===== src/rtl/shake_pkg.sv =====
// Shared SHAKE constants and the byte-enable helper.
// Used by the output buffer and its interface.
package shake_pkg;

  localparam int SHAKE128_RATE_W = 1344;
  localparam int SHAKE256_RATE_W = 1088;
  localparam int SHAKE_DATA_W = 64;
  localparam int SHAKE128_RATE_WORDS = 21;
  localparam int SHAKE256_RATE_WORDS = 17;

  localparam int KEEP_MAX = 128;

  function automatic logic [KEEP_MAX-1:0] keep_mask(
    input int unsigned bytes
  );
    logic [KEEP_MAX-1:0] m;
    m = '0;
    for (int i = 0; i < KEEP_MAX; i++) begin
      m[i] = (i < bytes);
    end
    return m;
  endfunction

endpackage


===== src/rtl/shake_output_buffer_if.sv =====
// Control/data bundle between the dump FSM and the output buffer.
// master: FSM side; slave: buffer side.
interface shake_output_buffer_if
  import shake_pkg::*;
#(
  parameter int RATE_W = SHAKE128_RATE_W,
  parameter int DATA_W = SHAKE_DATA_W
);
  localparam int WORDS = RATE_W / DATA_W;
  localparam int CNT_W = $clog2(WORDS + 1);
  localparam int BYTES_W = $clog2(DATA_W / 8 + 1);
  localparam int KEEP_W = DATA_W / 8;

  logic [RATE_W-1:0]  state_in;
  logic [CNT_W-1:0]   rate_words_in;
  logic [CNT_W-1:0]   last_words_in;
  logic [BYTES_W-1:0] last_bytes_in;
  logic               output_buffer_we;
  logic               last_output_block;
  logic               output_counter_load;
  logic               output_counter_rst;
  logic               output_buffer_shift_en;
  logic               valid_bytes_enable;
  logic               valid_bytes_reset;
  logic               output_buffer_empty;
  logic [DATA_W-1:0]  data_out;
  logic [KEEP_W-1:0]  keep_out;
  logic               last_out;

  modport master (
    output state_in,
    output rate_words_in,
    output last_words_in,
    output last_bytes_in,
    output output_buffer_we,
    output last_output_block,
    output output_counter_load,
    output output_counter_rst,
    output output_buffer_shift_en,
    output valid_bytes_enable,
    output valid_bytes_reset,
    input  output_buffer_empty,
    input  data_out,
    input  keep_out,
    input  last_out
  );

  modport slave (
    input  state_in,
    input  rate_words_in,
    input  last_words_in,
    input  last_bytes_in,
    input  output_buffer_we,
    input  last_output_block,
    input  output_counter_load,
    input  output_counter_rst,
    input  output_buffer_shift_en,
    input  valid_bytes_enable,
    input  valid_bytes_reset,
    output output_buffer_empty,
    output data_out,
    output keep_out,
    output last_out
  );

endinterface


===== src/rtl/shake_output_buffer.sv =====
// Holds the squeezed rate slice and drains it word by word,
// lane 0 first, with word counter, final byte mask and last flag.
module shake_output_buffer
  import shake_pkg::*;
#(
  parameter int RATE_W = SHAKE128_RATE_W,
  parameter int DATA_W = SHAKE_DATA_W
) (
  input logic clk,
  input logic rst,
  shake_output_buffer_if.slave bus
);

  localparam int WORDS = RATE_W / DATA_W;
  localparam int CNT_W = $clog2(WORDS + 1);
  localparam int BYTES_W = $clog2(DATA_W / 8 + 1);
  localparam int KEEP_W = DATA_W / 8;

  localparam logic [CNT_W-1:0] WORDS_C = CNT_W'(WORDS);
  localparam logic [BYTES_W-1:0] FULL_B = BYTES_W'(KEEP_W);

  logic [RATE_W-1:0]   r_buf;
  logic [CNT_W-1:0]    r_cnt;
  logic [BYTES_W-1:0]  r_bytes;
  logic                r_last;

  logic                w_nz;
  logic                w_shift;
  logic [CNT_W-1:0]    w_pick;
  logic [CNT_W-1:0]    w_load_val;
  logic                w_bytes_ok;
  logic                w_last;
  logic [KEEP_MAX-1:0] w_mask;

  assign w_nz = (r_cnt != '0);
  assign w_shift = bus.output_buffer_shift_en && w_nz;

  // A zero final-block length falls back to the full rate.
  always_comb begin
    w_pick = bus.rate_words_in;
    if (bus.last_output_block && (bus.last_words_in != '0)) begin
      w_pick = bus.last_words_in;
    end
    w_load_val = (w_pick > WORDS_C) ? WORDS_C : w_pick;
  end

  assign w_bytes_ok = (bus.last_bytes_in != '0) &&
                      (bus.last_bytes_in <= FULL_B);

  always_ff @(posedge clk) begin
    if (rst) begin
      r_buf <= '0;
    end else if (bus.output_buffer_we) begin
      r_buf <= bus.state_in;
    end else if (w_shift) begin
      r_buf <= r_buf >> DATA_W;
    end
  end

  always_ff @(posedge clk) begin
    if (rst) begin
      r_cnt <= '0;
    end else if (bus.output_counter_rst) begin
      r_cnt <= '0;
    end else if (bus.output_counter_load) begin
      r_cnt <= w_load_val;
    end else if (w_shift) begin
      r_cnt <= r_cnt - 1'b1;
    end
  end

  always_ff @(posedge clk) begin
    if (rst) begin
      r_bytes <= FULL_B;
      r_last  <= 1'b0;
    end else if (bus.valid_bytes_reset) begin
      r_bytes <= FULL_B;
      r_last  <= 1'b0;
    end else if (bus.valid_bytes_enable) begin
      r_bytes <= w_bytes_ok ? bus.last_bytes_in : FULL_B;
      r_last  <= 1'b1;
    end
  end

  assign w_last = r_last && (r_cnt == CNT_W'(1));
  assign w_mask = keep_mask(32'(r_bytes));

  assign bus.data_out = r_buf[DATA_W-1:0];
  assign bus.output_buffer_empty = !w_nz;
  assign bus.last_out = w_last;
  assign bus.keep_out = w_last ? w_mask[KEEP_W-1:0] : '1;

  generate
    if (KEEP_W < KEEP_MAX) begin : g_mask_hi
      logic w_unused_mask;
      assign w_unused_mask = ^w_mask[KEEP_MAX-1:KEEP_W];
    end
  endgenerate

`ifndef SYNTHESIS
  a_last_words: assert property (
    @(posedge clk) disable iff (rst)
    (bus.output_counter_load && bus.last_output_block &&
     !bus.output_counter_rst) |-> (bus.last_words_in != '0)
  );

  a_last_bytes: assert property (
    @(posedge clk) disable iff (rst)
    (bus.valid_bytes_enable && !bus.valid_bytes_reset) |-> w_bytes_ok
  );
`endif

endmodule


===== src/flat_wrapper.sv =====
// flat-port wrapper written by rule: the top's interface ports become plain ports
module shake_output_buffer_flat import shake_pkg::*;
#(
  parameter int RATE_W = SHAKE128_RATE_W,
  parameter int DATA_W = SHAKE_DATA_W
)
  (clk, rst, bus_state_in, bus_rate_words_in, bus_last_words_in, bus_last_bytes_in, bus_output_buffer_we, bus_last_output_block, bus_output_counter_load, bus_output_counter_rst, bus_output_buffer_shift_en, bus_valid_bytes_enable, bus_valid_bytes_reset, bus_output_buffer_empty, bus_data_out, bus_keep_out, bus_last_out);
  shake_output_buffer_if #(.RATE_W(RATE_W), .DATA_W(DATA_W)) bus_i ();
  input logic clk;
  input logic rst;
  input wire logic [$bits(bus_i.state_in)-1:0] bus_state_in;
  input wire logic [$bits(bus_i.rate_words_in)-1:0] bus_rate_words_in;
  input wire logic [$bits(bus_i.last_words_in)-1:0] bus_last_words_in;
  input wire logic [$bits(bus_i.last_bytes_in)-1:0] bus_last_bytes_in;
  input wire logic [$bits(bus_i.output_buffer_we)-1:0] bus_output_buffer_we;
  input wire logic [$bits(bus_i.last_output_block)-1:0] bus_last_output_block;
  input wire logic [$bits(bus_i.output_counter_load)-1:0] bus_output_counter_load;
  input wire logic [$bits(bus_i.output_counter_rst)-1:0] bus_output_counter_rst;
  input wire logic [$bits(bus_i.output_buffer_shift_en)-1:0] bus_output_buffer_shift_en;
  input wire logic [$bits(bus_i.valid_bytes_enable)-1:0] bus_valid_bytes_enable;
  input wire logic [$bits(bus_i.valid_bytes_reset)-1:0] bus_valid_bytes_reset;
  output wire logic [$bits(bus_i.output_buffer_empty)-1:0] bus_output_buffer_empty;
  output wire logic [$bits(bus_i.data_out)-1:0] bus_data_out;
  output wire logic [$bits(bus_i.keep_out)-1:0] bus_keep_out;
  output wire logic [$bits(bus_i.last_out)-1:0] bus_last_out;
  assign bus_i.state_in = bus_state_in;
  assign bus_i.rate_words_in = bus_rate_words_in;
  assign bus_i.last_words_in = bus_last_words_in;
  assign bus_i.last_bytes_in = bus_last_bytes_in;
  assign bus_i.output_buffer_we = bus_output_buffer_we;
  assign bus_i.last_output_block = bus_last_output_block;
  assign bus_i.output_counter_load = bus_output_counter_load;
  assign bus_i.output_counter_rst = bus_output_counter_rst;
  assign bus_i.output_buffer_shift_en = bus_output_buffer_shift_en;
  assign bus_i.valid_bytes_enable = bus_valid_bytes_enable;
  assign bus_i.valid_bytes_reset = bus_valid_bytes_reset;
  assign bus_output_buffer_empty = bus_i.output_buffer_empty;
  assign bus_data_out = bus_i.data_out;
  assign bus_keep_out = bus_i.keep_out;
  assign bus_last_out = bus_i.last_out;
  shake_output_buffer #(.RATE_W(RATE_W), .DATA_W(DATA_W)) u_core (.clk(clk), .rst(rst), .bus(bus_i));
endmodule

===== config.mk =====
export PLATFORM = sky130hd
export DESIGN_NAME = shake_output_buffer_flat
export DESIGN_NICKNAME = d
export VERILOG_FILES = /design/src/rtl/shake_pkg.sv /design/src/rtl/shake_output_buffer_if.sv /design/src/rtl/shake_output_buffer.sv /design/src/flat_wrapper.sv
export SDC_FILE = /design/constraint.sdc
export NUM_CORES = 2
export LEC_CHECK = 0
export BUFFER_PORTS_ARGS = -buffer_cell sky130_fd_sc_hd__buf_2
export CORE_AREA = 4 4 557 559
export DETAILED_ROUTE_END_ITERATION = 10
export DIE_AREA = 0 0 561 563
export PLACE_DENSITY = 0.41
export SLEW_MARGIN = 40
export SYNTH_ARGS = -nofsm -noshare
export SYNTH_HDL_FRONTEND = slang
export SYNTH_SLANG_ARGS = --single-unit

===== constraint.sdc =====
create_clock -name clk -period 3.9 [get_ports clk]
set_input_delay 0.78 -clock clk [delete_from_list [all_inputs] [get_ports clk]]
set_output_delay 0.78 -clock clk [all_outputs]
set_load 0.05 [all_outputs]

==> metrics.txt <==
status finished clean; Worst Setup EP bus_keep_out[1]; ratio of cells with drive above 1 in the final layout 34.5%; Post-CTS Setup Inserts 0; Slew @ Worst Pin 0.856 ns; kind of critical path reg -> out; YS warnings 0; Post-synth top flop dfxtp_1; Core ar. 305000 um2; initial core utilization 21.5%; Clock transition at path regs 0.06 ns; vias per cell 4.76; Die Span X 561 um; Worst Setup End Kind output port; count of cell types in the netlist 39; Max Transition Viols Final 0; largest net degree at the start of global routing 135; met2 wire len 159000 um; DRC Markers 0; Setup Viol. Count Final 0; Core Util, Final 26.7%; crit path time final 3.30 ns; Avg Cell Area, Syn 8.69 um2; share of the synthesized area in the top cell type 41.3%; CTS tree built; Yosys top cell by area dfxtp_1; Final Hold Vio Count 0; die area 316000 um2; Syn-to-layout area delta 24.1%; total number of H-tree levels 4; Setup crit start u_core.r_cnt[2]; top layer in use met5; DR vias 61000; Post-Route Skew 0.0451 ns; VDD IR max 0.325 mV; Power per Cell Area 469 nW/um2; RSZ-0062 raised after global routing false; post-route insts no fill 12800; FF-to-FF End u_core.r_buf[1227]; gr usage total 20.0%; DRT Pass-1 Iters 5; CP arrival 2.52 ns; clk_lat worst skew 0.82 ns; Sink Count 1354; leak pwr 29.4 nW; flop2flop setup slack 1.03 ns; initial DRC count 4853; M1 WL 146000 um; setup TNS 0 ns; remaining antenna violation count after routing 0; Post-synth EDFFs 0; # placed instances 12500; synth top area cells dfxtp_1 41%, a311oi_2 25%, nand2_1 15%; FF-to-FF Start u_core.r_cnt[0]; Detail Placement HPWL 258000 um; clk buf depth 4; vias in the first global route 61200; Mapped Area 65600 um2; Layout Nets 9928; chip height 563 um; # port buffers 1440; GP Congestion 0.889; FF-to-FF path depth 9; CP max FO 6; CTS resizes 0; Filler cells 33300; DR WL/cell 26.1 um; period utilization 84.7%; Setup crit start kind flop; initial antenna violation count 120; Rows 203; Total Wirelength 334000 um; hold-fix buffers at CTS 0; cells after synthesis 7550; Peak Freq 303 MHz; ys async rst share 0%; MaxCap Viol Count 0; # IOs 1441; Slew headroom 42.9%; buffer type at the clock tree root clkbuf_16; met3 WL post-DR 17900 um; Seq cells post-synth 1354; first-pass GRT wire length 463000 um; Hold Path Class in -> reg; CTS Buf Count 171; Seq/Total Area, Yosys 41.3%; Syn Nets 8919; Worst Path Required 3.12 ns; GRT overflow 0
worst max-delay path, cell delays in order (launching register included):
cell and delay (ns):
dfxtp_1 0.36, nor3_1 0.20, and3_1 0.22, nor2b_1 0.30
inv_1 0.11, or3_1 0.31, buf_2 0.22
sequential cells by signal (all words and copies together), names as in the netlist:
register	count
u_core.r_bytes	4
u_core.r_last	1
u_core.r_cnt	5
u_core.r_buf	1344
report_power, final:
group	switching [mW]	internal, mW	leakage, nW
combinational	4.07	2.21	15.5
clock	6.62	9.36	2.69
sequential	1.03	14.9	11.3
total	11.7	26.5	29.4
routing by layer:
metal	up-vias	global-route usage (%)
li1	28200	-
met1	30100	26.1
met2	2163	33.9
met3	469	3.21
met4	44	5.91
met5	-	0
cell families after synthesis:
logic type               synth area share, %
AO/OA/AOI/OAI                           28.3
XOR/XNOR                              0.0267
adder cells (fa/ha/maj)               0.0381
buffers and inverters                   7.13
flip-flops                              41.3
AND/OR/NAND/NOR                         23.1
stage by stage:
step / area [um2] / power [mW] / worst slack [ns] / hold WS [ns]
floorplan: 65600 / 19.9 / 1.01 / 0.432
global route: 81400 / 39.7 / 0.422 / 0.138
detailed placement: 75800 / 22.6 / 0.868 / 0.459
finish: 81400 / 38.2 / 0.596 / 0.184
CTS: 81300 / 38.7 / 0.473 / 0.0857
global placement: 75800 / 22.5 / 0.872 / 0.459
synth_stat cells (all sizes together), types with 2 or more instances:
cell,n
o21ai,2
a21o,2
a22o,2
nor3,4
nand3,66
nor2,1289
nand3b,3
a21oi,71
nand2b,3
a211oi,2
buf,346
a311oi,1280
inv,8
or4,2
a22oi,3
a221oi,2
ha,2
clkbuf,460
dfxtp,1354
or2,2
o41ai,2
nand2,2634
worst min-delay path by stage:
stage,startpoint,slack (ns),end,cells past startpoint
2_1_floorplan,u_core.r_last,0.43,u_core.r_last,2
4_1_cts,bus_state_in[1320],0.09,u_core.r_buf[1320],3
3_3_place_gp,u_core.r_buf[1283],0.46,u_core.r_buf[1283],2
6_report,bus_state_in[1317],0.18,u_core.r_buf[1317],3
3_5_place_dp,u_core.r_buf[1282],0.46,u_core.r_buf[1282],2
5_1_grt,bus_state_in[1315],0.14,u_core.r_buf[1315],3
layout by cell type, fill, tap and decap left out, types with 3 or more instances in the layout:
cell type / count
nand2_1: 2633
clkinv_2: 20
inv_1: 7
buf_12: 79
buf_4: 124
a311oi_2: 1100
clkbuf_8: 35
clkinv_8: 3
nor3_1: 4
dfxtp_1: 1354
clkbuf_1: 48
nand3b_1: 3
clkbuf_16: 175
a311oi_1: 180
a21oi_1: 71
bufinv_16: 7
nand3_1: 66
diode_2: 29
nor2_1: 1289
buf_2: 1439
a22oi_1: 3
clkinvlp_4: 3
nand2b_1: 3
area by class of cell:
cell class	count	area [um2]	area share [%]
Sequential cell	1354	27100	33.3
Tap cell	4100	5130	6.30
Multi-Input combinational cell	5382	33800	41.6
Clock inverter	36	450	0.553
Antenna cell	29	72.6	0.0892
Inverter	8	42.5	0.0523
Clock buffer	258	5040	6.19
Timing Repair Buffer	1642	9710	11.9
Power figures use the tool's default switching activity.
